`config.mk`:
```
export PLATFORM = sky130hd
export DESIGN_NAME = rob_multi_commit_flat
export DESIGN_NICKNAME = d
export VERILOG_FILES = /design/src/rtl/rob_multi_commit_if.sv /design/src/rtl/rob_multi_commit.sv /design/src/flat_wrapper.sv
export SDC_FILE = /design/constraint.sdc
export NUM_CORES = 2
export LEC_CHECK = 0
export ABC_CLOCK_PERIOD_IN_PS = 10700
export BUFFER_PORTS_ARGS = -buffer_cell sky130_fd_sc_hd__buf_4
export CORE_ASPECT_RATIO = 2
export CORE_MARGIN = 3
export CORE_UTILIZATION = 45
export CTS_CLUSTER_DIAMETER = 150
export DETAILED_ROUTE_END_ITERATION = 12
export PLACE_DENSITY = 0.69
export SYNTH_ARGS = -nofsm -noshare
export SYNTH_HDL_FRONTEND = slang
export SYNTH_SLANG_ARGS = --single-unit
```
`constraint.sdc`:
```
create_clock -name clk_in -period 10.7 [get_ports clk_in]
set_input_delay 2.14 -clock clk_in [delete_from_list [all_inputs] [get_ports clk_in]]
set_output_delay 2.14 -clock clk_in [all_outputs]
set_load 0.1 [all_outputs]
```
`src/rtl/rob_multi_commit_if.sv`:
```
// rob_multi_commit_if: issue, writeback, lookup and commit bundle of the reorder buffer
interface rob_multi_commit_if #(
    parameter int IDX_BIT   = 4,
    parameter int CDB_PORTS = 2,
    parameter int COMMIT_W  = 2
);
    logic                         rdy_in;
    logic                         inst_req;
    logic [1:0]                   inst_kind;
    logic [4:0]                   inst_rd;
    logic [31:0]                  inst_pc;
    logic [31:0]                  inst_imm;
    logic                         inst_pred;
    logic [IDX_BIT-1:0]           alloc_id_out;
    logic                         full_out;
    logic                         empty_out;
    logic [IDX_BIT-1:0]           head_out;
    logic [CDB_PORTS-1:0]         wb_valid;
    logic [CDB_PORTS*IDX_BIT-1:0] wb_id;
    logic [CDB_PORTS*32-1:0]      wb_val;
    logic [2*IDX_BIT-1:0]         q_id;
    logic [1:0]                   q_ready;
    logic [63:0]                  q_val;
    logic [COMMIT_W-1:0]          commit_valid;
    logic [COMMIT_W*5-1:0]        commit_rd;
    logic [COMMIT_W*32-1:0]       commit_val;
    logic [COMMIT_W*IDX_BIT-1:0]  commit_id;
    logic                         flush_out;
    logic [31:0]                  flush_pc;
    logic                         jalr_ready;
    logic [31:0]                  jalr_addr;
    logic                         br_ready;
    logic                         br_taken;
    logic                         br_correct;
    logic [31:0]                  stat_commits;
    logic [31:0]                  stat_mispred;

    modport master (
        output rdy_in, inst_req, inst_kind, inst_rd, inst_pc, inst_imm, inst_pred,
        output wb_valid, wb_id, wb_val, q_id,
        input  alloc_id_out, full_out, empty_out, head_out, q_ready, q_val,
        input  commit_valid, commit_rd, commit_val, commit_id,
        input  flush_out, flush_pc, jalr_ready, jalr_addr, br_ready, br_taken, br_correct,
        input  stat_commits, stat_mispred
    );

    modport slave (
        input  rdy_in, inst_req, inst_kind, inst_rd, inst_pc, inst_imm, inst_pred,
        input  wb_valid, wb_id, wb_val, q_id,
        output alloc_id_out, full_out, empty_out, head_out, q_ready, q_val,
        output commit_valid, commit_rd, commit_val, commit_id,
        output flush_out, flush_pc, jalr_ready, jalr_addr, br_ready, br_taken, br_correct,
        output stat_commits, stat_mispred
    );
endinterface

```
`src/rtl/rob_multi_commit.sv`:
```
// rob_multi_commit: multi-retire reorder buffer with CDB bypass lookup; ROB_STATS_EN adds commit/mispredict counters
module rob_multi_commit #(
    parameter int ROB_DEPTH = 16,
    parameter int IDX_BIT   = 4,
    parameter int CDB_PORTS = 2,
    parameter int COMMIT_W  = 2
) (
    input logic                clk_in,
    input logic                rst_in,
    rob_multi_commit_if.slave  bus
);
    logic [ROB_DEPTH-1:0] busy;
    logic [ROB_DEPTH-1:0] ready;
    logic [ROB_DEPTH-1:0] pred;
    logic [1:0]           kind [ROB_DEPTH];
    logic [4:0]           rd   [ROB_DEPTH];
    logic [31:0]          pc   [ROB_DEPTH];
    logic [31:0]          imm  [ROB_DEPTH];
    logic [31:0]          res  [ROB_DEPTH];
    logic [IDX_BIT-1:0]   head;
    logic [IDX_BIT-1:0]   tail;
    logic [IDX_BIT:0]     count;
    logic                 full;
    logic                 do_alloc;

    logic [COMMIT_W-1:0]         ret;
    logic [IDX_BIT-1:0]          slot [COMMIT_W];
    logic [IDX_BIT:0]            n_ret;
    logic                        go;
    logic [COMMIT_W*5-1:0]       nx_rd;
    logic [COMMIT_W*32-1:0]      nx_val;
    logic [COMMIT_W*IDX_BIT-1:0] nx_id;
    logic                        nx_br;
    logic                        nx_bt;
    logic                        nx_bc;
    logic                        nx_jr;
    logic                        nx_flush;
    logic [31:0]                 nx_fpc;
    logic [31:0]                 nx_ja;

    logic [IDX_BIT-1:0] qi [2];
    logic [1:0]         byp;
    logic [31:0]        bv [2];

    assign full             = count == (IDX_BIT+1)'(ROB_DEPTH);
    assign do_alloc         = bus.inst_req && !full;
    assign bus.full_out     = full;
    assign bus.empty_out    = count == '0;
    assign bus.head_out     = head;
    assign bus.alloc_id_out = tail;

    // find the in-order run of ready entries at head; a branch or JALR closes the group
    always_comb begin
        go    = 1'b1;
        n_ret = '0;
        for (int k = 0; k < COMMIT_W; k++) begin
            slot[k] = head + IDX_BIT'(k);
            ret[k]  = go && busy[slot[k]] && ready[slot[k]];
            go      = ret[k] && !kind[slot[k]][1];
            n_ret   = n_ret + (IDX_BIT+1)'(ret[k]);
        end
    end

    // build the commit payload and resolve the branch or JALR that ends the group
    always_comb begin
        nx_rd  = '0;
        nx_val = '0;
        nx_id  = '0;
        nx_br  = 1'b0;
        nx_bt  = 1'b0;
        nx_bc  = 1'b0;
        nx_jr  = 1'b0;
        nx_fpc = '0;
        nx_ja  = '0;
        for (int k = 0; k < COMMIT_W; k++) begin
            if (ret[k]) begin
                nx_id[k*IDX_BIT +: IDX_BIT] = slot[k];
                nx_rd[k*5 +: 5]   = (kind[slot[k]] == 2'd0 || kind[slot[k]] == 2'd3) ? rd[slot[k]] : 5'd0;
                nx_val[k*32 +: 32] = kind[slot[k]] == 2'd0 ? res[slot[k]] :
                                     kind[slot[k]] == 2'd3 ? pc[slot[k]] + 32'd4 : 32'd0;
                if (kind[slot[k]] == 2'd2) begin
                    nx_br  = 1'b1;
                    nx_bt  = res[slot[k]][0];
                    nx_bc  = res[slot[k]][0] == pred[slot[k]];
                    nx_fpc = res[slot[k]][0] ? pc[slot[k]] + imm[slot[k]] : pc[slot[k]] + 32'd4;
                end
                if (kind[slot[k]] == 2'd3) begin
                    nx_jr = 1'b1;
                    nx_ja = res[slot[k]];
                end
            end
        end
        nx_flush = nx_br && !nx_bc;
    end

    // operand lookup: a same-cycle CDB hit (highest port) overrides the stored result
    always_comb begin
        bus.q_ready = '0;
        bus.q_val   = '0;
        for (int j = 0; j < 2; j++) begin
            qi[j]  = bus.q_id[j*IDX_BIT +: IDX_BIT];
            byp[j] = 1'b0;
            bv[j]  = res[qi[j]];
            for (int p = 0; p < CDB_PORTS; p++) begin
                if (bus.wb_valid[p] && bus.wb_id[p*IDX_BIT +: IDX_BIT] == qi[j]) begin
                    byp[j] = 1'b1;
                    bv[j]  = bus.wb_val[p*32 +: 32];
                end
            end
            bus.q_ready[j]       = busy[qi[j]] && (ready[qi[j]] || byp[j]);
            bus.q_val[j*32 +: 32] = busy[qi[j]] ? bv[j] : 32'd0;
        end
    end

    // entry state, pointers and registered commit outputs; a flush pulse empties the buffer next edge
    always_ff @(posedge clk_in) begin
        if (rst_in || bus.flush_out) begin
            busy             <= '0;
            ready            <= '0;
            head             <= '0;
            tail             <= '0;
            count            <= '0;
            bus.commit_valid <= '0;
            bus.commit_rd    <= '0;
            bus.commit_val   <= '0;
            bus.commit_id    <= '0;
            bus.flush_out    <= 1'b0;
            bus.flush_pc     <= '0;
            bus.jalr_ready   <= 1'b0;
            bus.jalr_addr    <= '0;
            bus.br_ready     <= 1'b0;
            bus.br_taken     <= 1'b0;
            bus.br_correct   <= 1'b0;
        end else if (bus.rdy_in) begin
            for (int p = 0; p < CDB_PORTS; p++) begin
                if (bus.wb_valid[p] && busy[bus.wb_id[p*IDX_BIT +: IDX_BIT]]) begin
                    ready[bus.wb_id[p*IDX_BIT +: IDX_BIT]] <= 1'b1;
                    res[bus.wb_id[p*IDX_BIT +: IDX_BIT]]   <= bus.wb_val[p*32 +: 32];
                end
            end
            if (do_alloc) begin
                busy[tail]  <= 1'b1;
                ready[tail] <= 1'b0;
                kind[tail]  <= bus.inst_kind;
                rd[tail]    <= bus.inst_rd;
                pc[tail]    <= bus.inst_pc;
                imm[tail]   <= bus.inst_imm;
                pred[tail]  <= bus.inst_pred;
                res[tail]   <= '0;
            end
            for (int k = 0; k < COMMIT_W; k++) begin
                if (ret[k]) busy[slot[k]] <= 1'b0;
            end
            head             <= head + n_ret[IDX_BIT-1:0];
            tail             <= tail + IDX_BIT'(do_alloc);
            count            <= count + (IDX_BIT+1)'(do_alloc) - n_ret;
            bus.commit_valid <= ret;
            bus.commit_rd    <= nx_rd;
            bus.commit_val   <= nx_val;
            bus.commit_id    <= nx_id;
            bus.flush_out    <= nx_flush;
            bus.flush_pc     <= nx_flush ? nx_fpc : 32'd0;
            bus.jalr_ready   <= nx_jr;
            bus.jalr_addr    <= nx_ja;
            bus.br_ready     <= nx_br;
            bus.br_taken     <= nx_bt;
            bus.br_correct   <= nx_bc;
        end
    end

`ifdef ROB_STATS_EN
    logic [31:0] stat_c;
    logic [31:0] stat_m;

    // running totals survive flushes; only rst_in clears them
    always_ff @(posedge clk_in) begin
        if (rst_in) begin
            stat_c <= '0;
            stat_m <= '0;
        end else if (!bus.flush_out && bus.rdy_in) begin
            stat_c <= stat_c + 32'(n_ret);
            stat_m <= stat_m + 32'(nx_flush);
        end
    end

    assign bus.stat_commits = stat_c;
    assign bus.stat_mispred = stat_m;
`else
    assign bus.stat_commits = '0;
    assign bus.stat_mispred = '0;
`endif
endmodule

```
`src/flat_wrapper.sv`:
```
// flat-port wrapper written by rule: the top's interface ports become plain ports
module rob_multi_commit_flat 
#(
    parameter int ROB_DEPTH = 16,
    parameter int IDX_BIT   = 4,
    parameter int CDB_PORTS = 2,
    parameter int COMMIT_W  = 2
)
  (clk_in, rst_in, bus_rdy_in, bus_inst_req, bus_inst_kind, bus_inst_rd, bus_inst_pc, bus_inst_imm, bus_inst_pred, bus_wb_valid, bus_wb_id, bus_wb_val, bus_q_id, bus_alloc_id_out, bus_full_out, bus_empty_out, bus_head_out, bus_q_ready, bus_q_val, bus_commit_valid, bus_commit_rd, bus_commit_val, bus_commit_id, bus_flush_out, bus_flush_pc, bus_jalr_ready, bus_jalr_addr, bus_br_ready, bus_br_taken, bus_br_correct, bus_stat_commits, bus_stat_mispred);
  rob_multi_commit_if #(.IDX_BIT(IDX_BIT), .CDB_PORTS(CDB_PORTS), .COMMIT_W(COMMIT_W)) bus_i ();
  input logic clk_in;
  input logic rst_in;
  input wire logic [$bits(bus_i.rdy_in)-1:0] bus_rdy_in;
  input wire logic [$bits(bus_i.inst_req)-1:0] bus_inst_req;
  input wire logic [$bits(bus_i.inst_kind)-1:0] bus_inst_kind;
  input wire logic [$bits(bus_i.inst_rd)-1:0] bus_inst_rd;
  input wire logic [$bits(bus_i.inst_pc)-1:0] bus_inst_pc;
  input wire logic [$bits(bus_i.inst_imm)-1:0] bus_inst_imm;
  input wire logic [$bits(bus_i.inst_pred)-1:0] bus_inst_pred;
  input wire logic [$bits(bus_i.wb_valid)-1:0] bus_wb_valid;
  input wire logic [$bits(bus_i.wb_id)-1:0] bus_wb_id;
  input wire logic [$bits(bus_i.wb_val)-1:0] bus_wb_val;
  input wire logic [$bits(bus_i.q_id)-1:0] bus_q_id;
  output wire logic [$bits(bus_i.alloc_id_out)-1:0] bus_alloc_id_out;
  output wire logic [$bits(bus_i.full_out)-1:0] bus_full_out;
  output wire logic [$bits(bus_i.empty_out)-1:0] bus_empty_out;
  output wire logic [$bits(bus_i.head_out)-1:0] bus_head_out;
  output wire logic [$bits(bus_i.q_ready)-1:0] bus_q_ready;
  output wire logic [$bits(bus_i.q_val)-1:0] bus_q_val;
  output wire logic [$bits(bus_i.commit_valid)-1:0] bus_commit_valid;
  output wire logic [$bits(bus_i.commit_rd)-1:0] bus_commit_rd;
  output wire logic [$bits(bus_i.commit_val)-1:0] bus_commit_val;
  output wire logic [$bits(bus_i.commit_id)-1:0] bus_commit_id;
  output wire logic [$bits(bus_i.flush_out)-1:0] bus_flush_out;
  output wire logic [$bits(bus_i.flush_pc)-1:0] bus_flush_pc;
  output wire logic [$bits(bus_i.jalr_ready)-1:0] bus_jalr_ready;
  output wire logic [$bits(bus_i.jalr_addr)-1:0] bus_jalr_addr;
  output wire logic [$bits(bus_i.br_ready)-1:0] bus_br_ready;
  output wire logic [$bits(bus_i.br_taken)-1:0] bus_br_taken;
  output wire logic [$bits(bus_i.br_correct)-1:0] bus_br_correct;
  output wire logic [$bits(bus_i.stat_commits)-1:0] bus_stat_commits;
  output wire logic [$bits(bus_i.stat_mispred)-1:0] bus_stat_mispred;
  assign bus_i.rdy_in = bus_rdy_in;
  assign bus_i.inst_req = bus_inst_req;
  assign bus_i.inst_kind = bus_inst_kind;
  assign bus_i.inst_rd = bus_inst_rd;
  assign bus_i.inst_pc = bus_inst_pc;
  assign bus_i.inst_imm = bus_inst_imm;
  assign bus_i.inst_pred = bus_inst_pred;
  assign bus_i.wb_valid = bus_wb_valid;
  assign bus_i.wb_id = bus_wb_id;
  assign bus_i.wb_val = bus_wb_val;
  assign bus_i.q_id = bus_q_id;
  assign bus_alloc_id_out = bus_i.alloc_id_out;
  assign bus_full_out = bus_i.full_out;
  assign bus_empty_out = bus_i.empty_out;
  assign bus_head_out = bus_i.head_out;
  assign bus_q_ready = bus_i.q_ready;
  assign bus_q_val = bus_i.q_val;
  assign bus_commit_valid = bus_i.commit_valid;
  assign bus_commit_rd = bus_i.commit_rd;
  assign bus_commit_val = bus_i.commit_val;
  assign bus_commit_id = bus_i.commit_id;
  assign bus_flush_out = bus_i.flush_out;
  assign bus_flush_pc = bus_i.flush_pc;
  assign bus_jalr_ready = bus_i.jalr_ready;
  assign bus_jalr_addr = bus_i.jalr_addr;
  assign bus_br_ready = bus_i.br_ready;
  assign bus_br_taken = bus_i.br_taken;
  assign bus_br_correct = bus_i.br_correct;
  assign bus_stat_commits = bus_i.stat_commits;
  assign bus_stat_mispred = bus_i.stat_mispred;
  rob_multi_commit #(.ROB_DEPTH(ROB_DEPTH), .IDX_BIT(IDX_BIT), .CDB_PORTS(CDB_PORTS), .COMMIT_W(COMMIT_W)) u_core (.clk_in(clk_in), .rst_in(rst_in), .bus(bus_i));
endmodule
```
# Word-level counts from Yosys, hierarchy flattened
# Memories as Yosys holds them, arrays and structs flattened. A register that Yosys moved wholly into a read port is not among the register bits.
# Cells that the tools add are included.
# classes
magnitude_cmp,12
n_mux,120
addsub,10
n_reduce_logical,31
eq_ne,11
bitwise,10
# ops
cell,count
$mux 32,23
$mux 16,14
$add 32x3->32 const B,2
$add 32x32->32,2
$mux 1,49
$and 16x16->16,3
$bmux 1 s4,12
$mux 4,12
$not 16->16,3
$or 16x16->16,3
$lt 4x5->1 const B,7
$demux 1 s4,5
$ge 4x1->1 const B,5
$mux 5,4
$logic_and 1x1->1,19
$bwmux 16,1
$eq 4x4->1,4
$eq 2x2->1 const B,4
$add 5x1->5,1
$eq 5x5->1 const B,1
$logic_not 5->1,1
$logic_or 1x1->1,5
$sub 5x5->5,1
$add 4x1->4,1
other kinds (8),12
# word_totals
ramBits,1648
reg_bits,214
input_bits,158
wordCells,216
n_memories,5
# mem_list
memory,words,width,read_ports,rd_ports_with_merged_regs,wr,line_no,text
u_core.imm,16,32,2,1,1,rob_multi_commit.sv:18,logic [31:0] imm [ROB_DEPTH];
u_core.pc,16,32,2,1,1,rob_multi_commit.sv:17,logic [31:0] pc [ROB_DEPTH];
u_core.res,16,32,4,1,3,rob_multi_commit.sv:19,logic [31:0] res [ROB_DEPTH];
u_core.rd,16,5,2,1,1,rob_multi_commit.sv:16,logic [4:0] rd [ROB_DEPTH];
u_core.kind,16,2,2,1,1,rob_multi_commit.sv:15,logic [1:0] kind [ROB_DEPTH];

# Depth between registers and ports, before layout
# logic_depth
ltp_word,14
ltp_mapped,29
ltp_nobuf,21

# Least setup slack after synthesis
# OpenSTA, ideal clock, no wires.
# synth_timing
kind,in2reg
startpoint,in bus_inst_req
endpoint,"mem u_core.imm[0][0], enable pin"
n_path_buf,1
setup_ns,0.675
path_slack_ns,0.181
arrival_time_ns,9.844
t_required_ns,10.025
cell_stages,4
path_cell_list,nor2b_1 -> or3b_2 -> clkbuf_1 -> nor4_1
# synth_between
elab_chain_len,5
# synth_rtl
item,line_no,text
from (decl),flat_wrapper.sv:14,input wire logic [$bits(bus_i.inst_req)-1:0] bus_inst_req;
$logic_and 1x1->1,rob_multi_commit.sv:46,assign do_alloc = bus.inst_req && !full;
$mux 1,rob_multi_commit.sv:141,if (do_alloc) begin
$mux 1,rob_multi_commit.sv:134,end else if (bus.rdy_in) begin
$mux 1,rob_multi_commit.sv:117,if (rst_in || bus.flush_out) begin
$mux 1 (not written as such),rob_multi_commit.sv:147,imm[tail] <= bus.inst_imm;
to (decl),rob_multi_commit.sv:18,
# Every way passes these cells.

# Worst setup path in the final report
# layout_timing
startpoint,in bus_q_id[1]
endpoint,out bus_q_val[26]
# layout_between
elab_chain_len,5
# layout_rtl
item,line_no,text
from (decl),flat_wrapper.sv:23,input wire logic [$bits(bus_i.q_id)-1:0] bus_q_id;
branches (longest 4 deep; another with $mem_v2 16x32),n/a,
$mux 32 *,rob_multi_commit.sv:111,bus.q_val[j*32 +: 32] = busy[qi[j]] ? bv[j] : 32'd0;
to (decl),flat_wrapper.sv:29,output wire logic [$bits(bus_i.q_val)-1:0] bus_q_val;
# Every way passes the cells marked *. The select of a mux whose other input is x is not followed.

==> run metrics <==
Routed Antenna Nets 0; CP max stage delay 0.93 ns; CTS Buf Count 176; CP Buf/Inv Count 3; r2r setup slk 3.01 ns; setup_tns 0 ns; vias per cell 7.28; Die Y 698 µm; reg2reg end u_core.bus.flush_pc[26]$_SDFFE_PP0P_; Setup WS post-layout 2.97 ns; register area share after synthesis 45.4%; clock latency at the later pin of the worst-skew pair 0.89 ns; synthesized area 108000 µm²; commonest cells after routing, fill and taps aside mux4_2, edfxtp_1, nor2_1; Final Max Tran Viols 1; boundary pin count 451; post-CTS resize count 0; Iter 0 DRT Violations 11700; worst setup path category input pin to output pin; Residual DRC 1; largest net degree at the start of global routing 115; Seq cells post-synth 1866; fmax 129 MHz; Root Buffer clkbuf_16; syn avg cell area 13.5 µm²; hold path cells 2; Max Buffers Root-to-Sink 4; gpl congestion 1.02; Initial Util 45.3%; CP cell instances buf_6 > buf_4 > xnor2_1 > nand3_4 > a211oi_1 > buf_4; setup bufs post-CTS 0; full die area 246000 µm²; routed len/inst 39.2 µm; fill count 20100; drt pass-1 iters 11; Ys Warns 0; status finished with violations; final setup vio count 0; slowest CP cell a211oi_1; RSZ-0062 raised after global routing no; Post-synth EDFFs 1152; Worst slew margin -0.161%; Layout Area Growth over Synthesis 10.3%; post-synthesis cell count 7954; Async SR Flop Fraction 0%; Final nets 8137; Critical Path Start Type input pin; first-pass GRT wire length 617 mm; Hold Crit Start u_core.bus.commit_valid[0]$_SDFFE_PP0P_; count of hold-fix buffers inserted at cts 0; critical path depth 6; R2R depth 18; initial antenna violation count 73; fraction of layout cells with a size suffix above 1 27.6%; Critical Path AT 5.59 ns; Crit path required time 8.56 ns; failing checks design-rule violations, max-capacitance violations, max-slew violations; Worst Setup SP bus_q_id[1]; clock skew 0.0619 ns; total number of vias 82000; leak pwr 41.0 nW; Setup WS pre-CTS 3.15 ns; CP dominant cell by count buf_4; Power Dens Cells 132 nW/µm²; clk sinks 1866; IO Port Bufs 386; TritonCTS clock tree built; die width 352 µm; Least-Margin Pin Slew 1.48 ns; htree depth 4; Tcrit/Tclk final 72.3%; clock-pin slew on the worst setup and hold paths 0.06 ns; hpwl dp 283 mm; main flop type after synthesis edfxtp_1; number of maximum-capacitance violations 1; vias in the first global route 81200; Synth cell types 105; total global routing overflow 0; fin crit period 7.73 ns; Max IR drop VDD 111 µV; crit path to bus_q_val[26]; Worst setup EP type output pin; worst min path class flop to flop; Core Rows 253; largest fanout on the critical path 60; routed wire length 441 mm; commonest non-fill, non-tap cell in the layout mux4_2; gr usage total 35.1%; hold violation total from the final report 0; core box area 238000 µm²; CP top delay family buffers and inverters; worst flop-to-flop path startpoint u_core.bus.head_out[0]$_SDFFE_PP0P_
[layer usage]
layer,up-vias,wire length [µm],share of wire (%),global-route usage (%)
met1,41400,138000,31,38.6
met4,40,47100,11,31.1
met2,6748,202000,46,54.7
met3,2018,54400,12,11.1
li1,31800,-,-,-
met5,-,258,0.058,0
[cell usage after synthesis, types with 102 or more instances]
cell      count  area share, %
nand2_1     491            1.7
buf_2       142           0.66
edfxtp_1   1152             32
mux2i_1     700            6.5
clkbuf_1    433            1.5
a211oi_1    642            4.5
a31oi_1     102           0.59
mux4_2     1214             25
buf_1       212           0.74
dfxtp_1     714             13
nor2_1      728            2.5
o21ai_0     125           0.58
[worst min-delay path: stages, from the launching register on]
cell and delay (ns):
dfxtp_1 0.32, nand2_1 0.05, nand2_1 0.04
[through the flow]
step	cells	util (%)	total power, W	cell area, µm²	hold WS, ns
after floorplan	8017	-	0.00892	108000	0.463
after global placement	10900	47.5	0.00939	113000	0.436
after detailed placement	10900	47.5	0.00941	113000	0.442
after CTS	11200	49.9	0.0157	119000	0.452
after global routing	11200	49.9	0.0161	119000	0.488
final	11300	50.0	0.0157	119000	0.455
[worst min path at each step]
| stage | endpoint | slack, ns |
|---|---|---|
| 3_3_place_gp | u_core.bus.commit_valid[0]$_SDFFE_PP0P_ | 0.44 |
| 6_report | u_core.bus.commit_valid[0]$_SDFFE_PP0P_ | 0.46 |
| 4_1_cts | u_core.bus.commit_valid[1]$_SDFFE_PP0P_ | 0.45 |
| 5_1_grt | u_core.bus.commit_val[3]$_SDFFE_PP0P_ | 0.49 |
| 3_5_place_dp | u_core.bus.commit_valid[1]$_SDFFE_PP0P_ | 0.44 |
| 2_1_floorplan | u_core.count[3]$_SDFFE_PP0P_ | 0.46 |
[state kept, by name, indices dropped and copies added, names as in the netlist, 5 cells and up, named ones only]
name,cells
u_core.bus.commit_id,8
u_core.bus.commit_rd,10
u_core.bus.commit_val,64
u_core.bus.flush_pc,32
u_core.bus.jalr_addr,32
u_core.busy,16
u_core.count,5
u_core.imm,512
u_core.kind,32
u_core.pc,512
u_core.pred,16
u_core.rd,80
u_core.ready,16
u_core.res,512
[power breakdown]
part	total, W	switching [W]	internal, W
clock	0.00642	0.00294	0.00348
combinational	0.00156	0.00105	0.000510
sequential	0.00773	0.0000587	0.00767
[cells by family after synthesis]
| group | count (synthesis) | synth area share [%] |
|---|---|---|
| compound gates | 1315 | 8.79 |
| simple gates | 1635 | 6.63 |
| buf+inv | 950 | 3.99 |
| mux | 1967 | 33.1 |
| xor+xnor | 130 | 1.06 |
| flops | 1866 | 45.4 |
| fa+ha+maj | 90 | 1.07 |
| other cells | 1 | 0.00348 |
[layout make-up]
type / instances / area [µm²] / share of cell area [%]
inverter: 58 / 226 / 0.191
antenna: 57 / 143 / 0.120
clock inverter: 95 / 947 / 0.797
multi-input combinational: 5201 / 55200 / 46.4
tap: 3187 / 3990 / 3.36
sequential: 1866 / 48900 / 41.2
timing repair buffer: 586 / 4750 / 4.00
clock buffer: 216 / 4690 / 3.95
No activity file was read; power rests on OpenSTA's default activity.
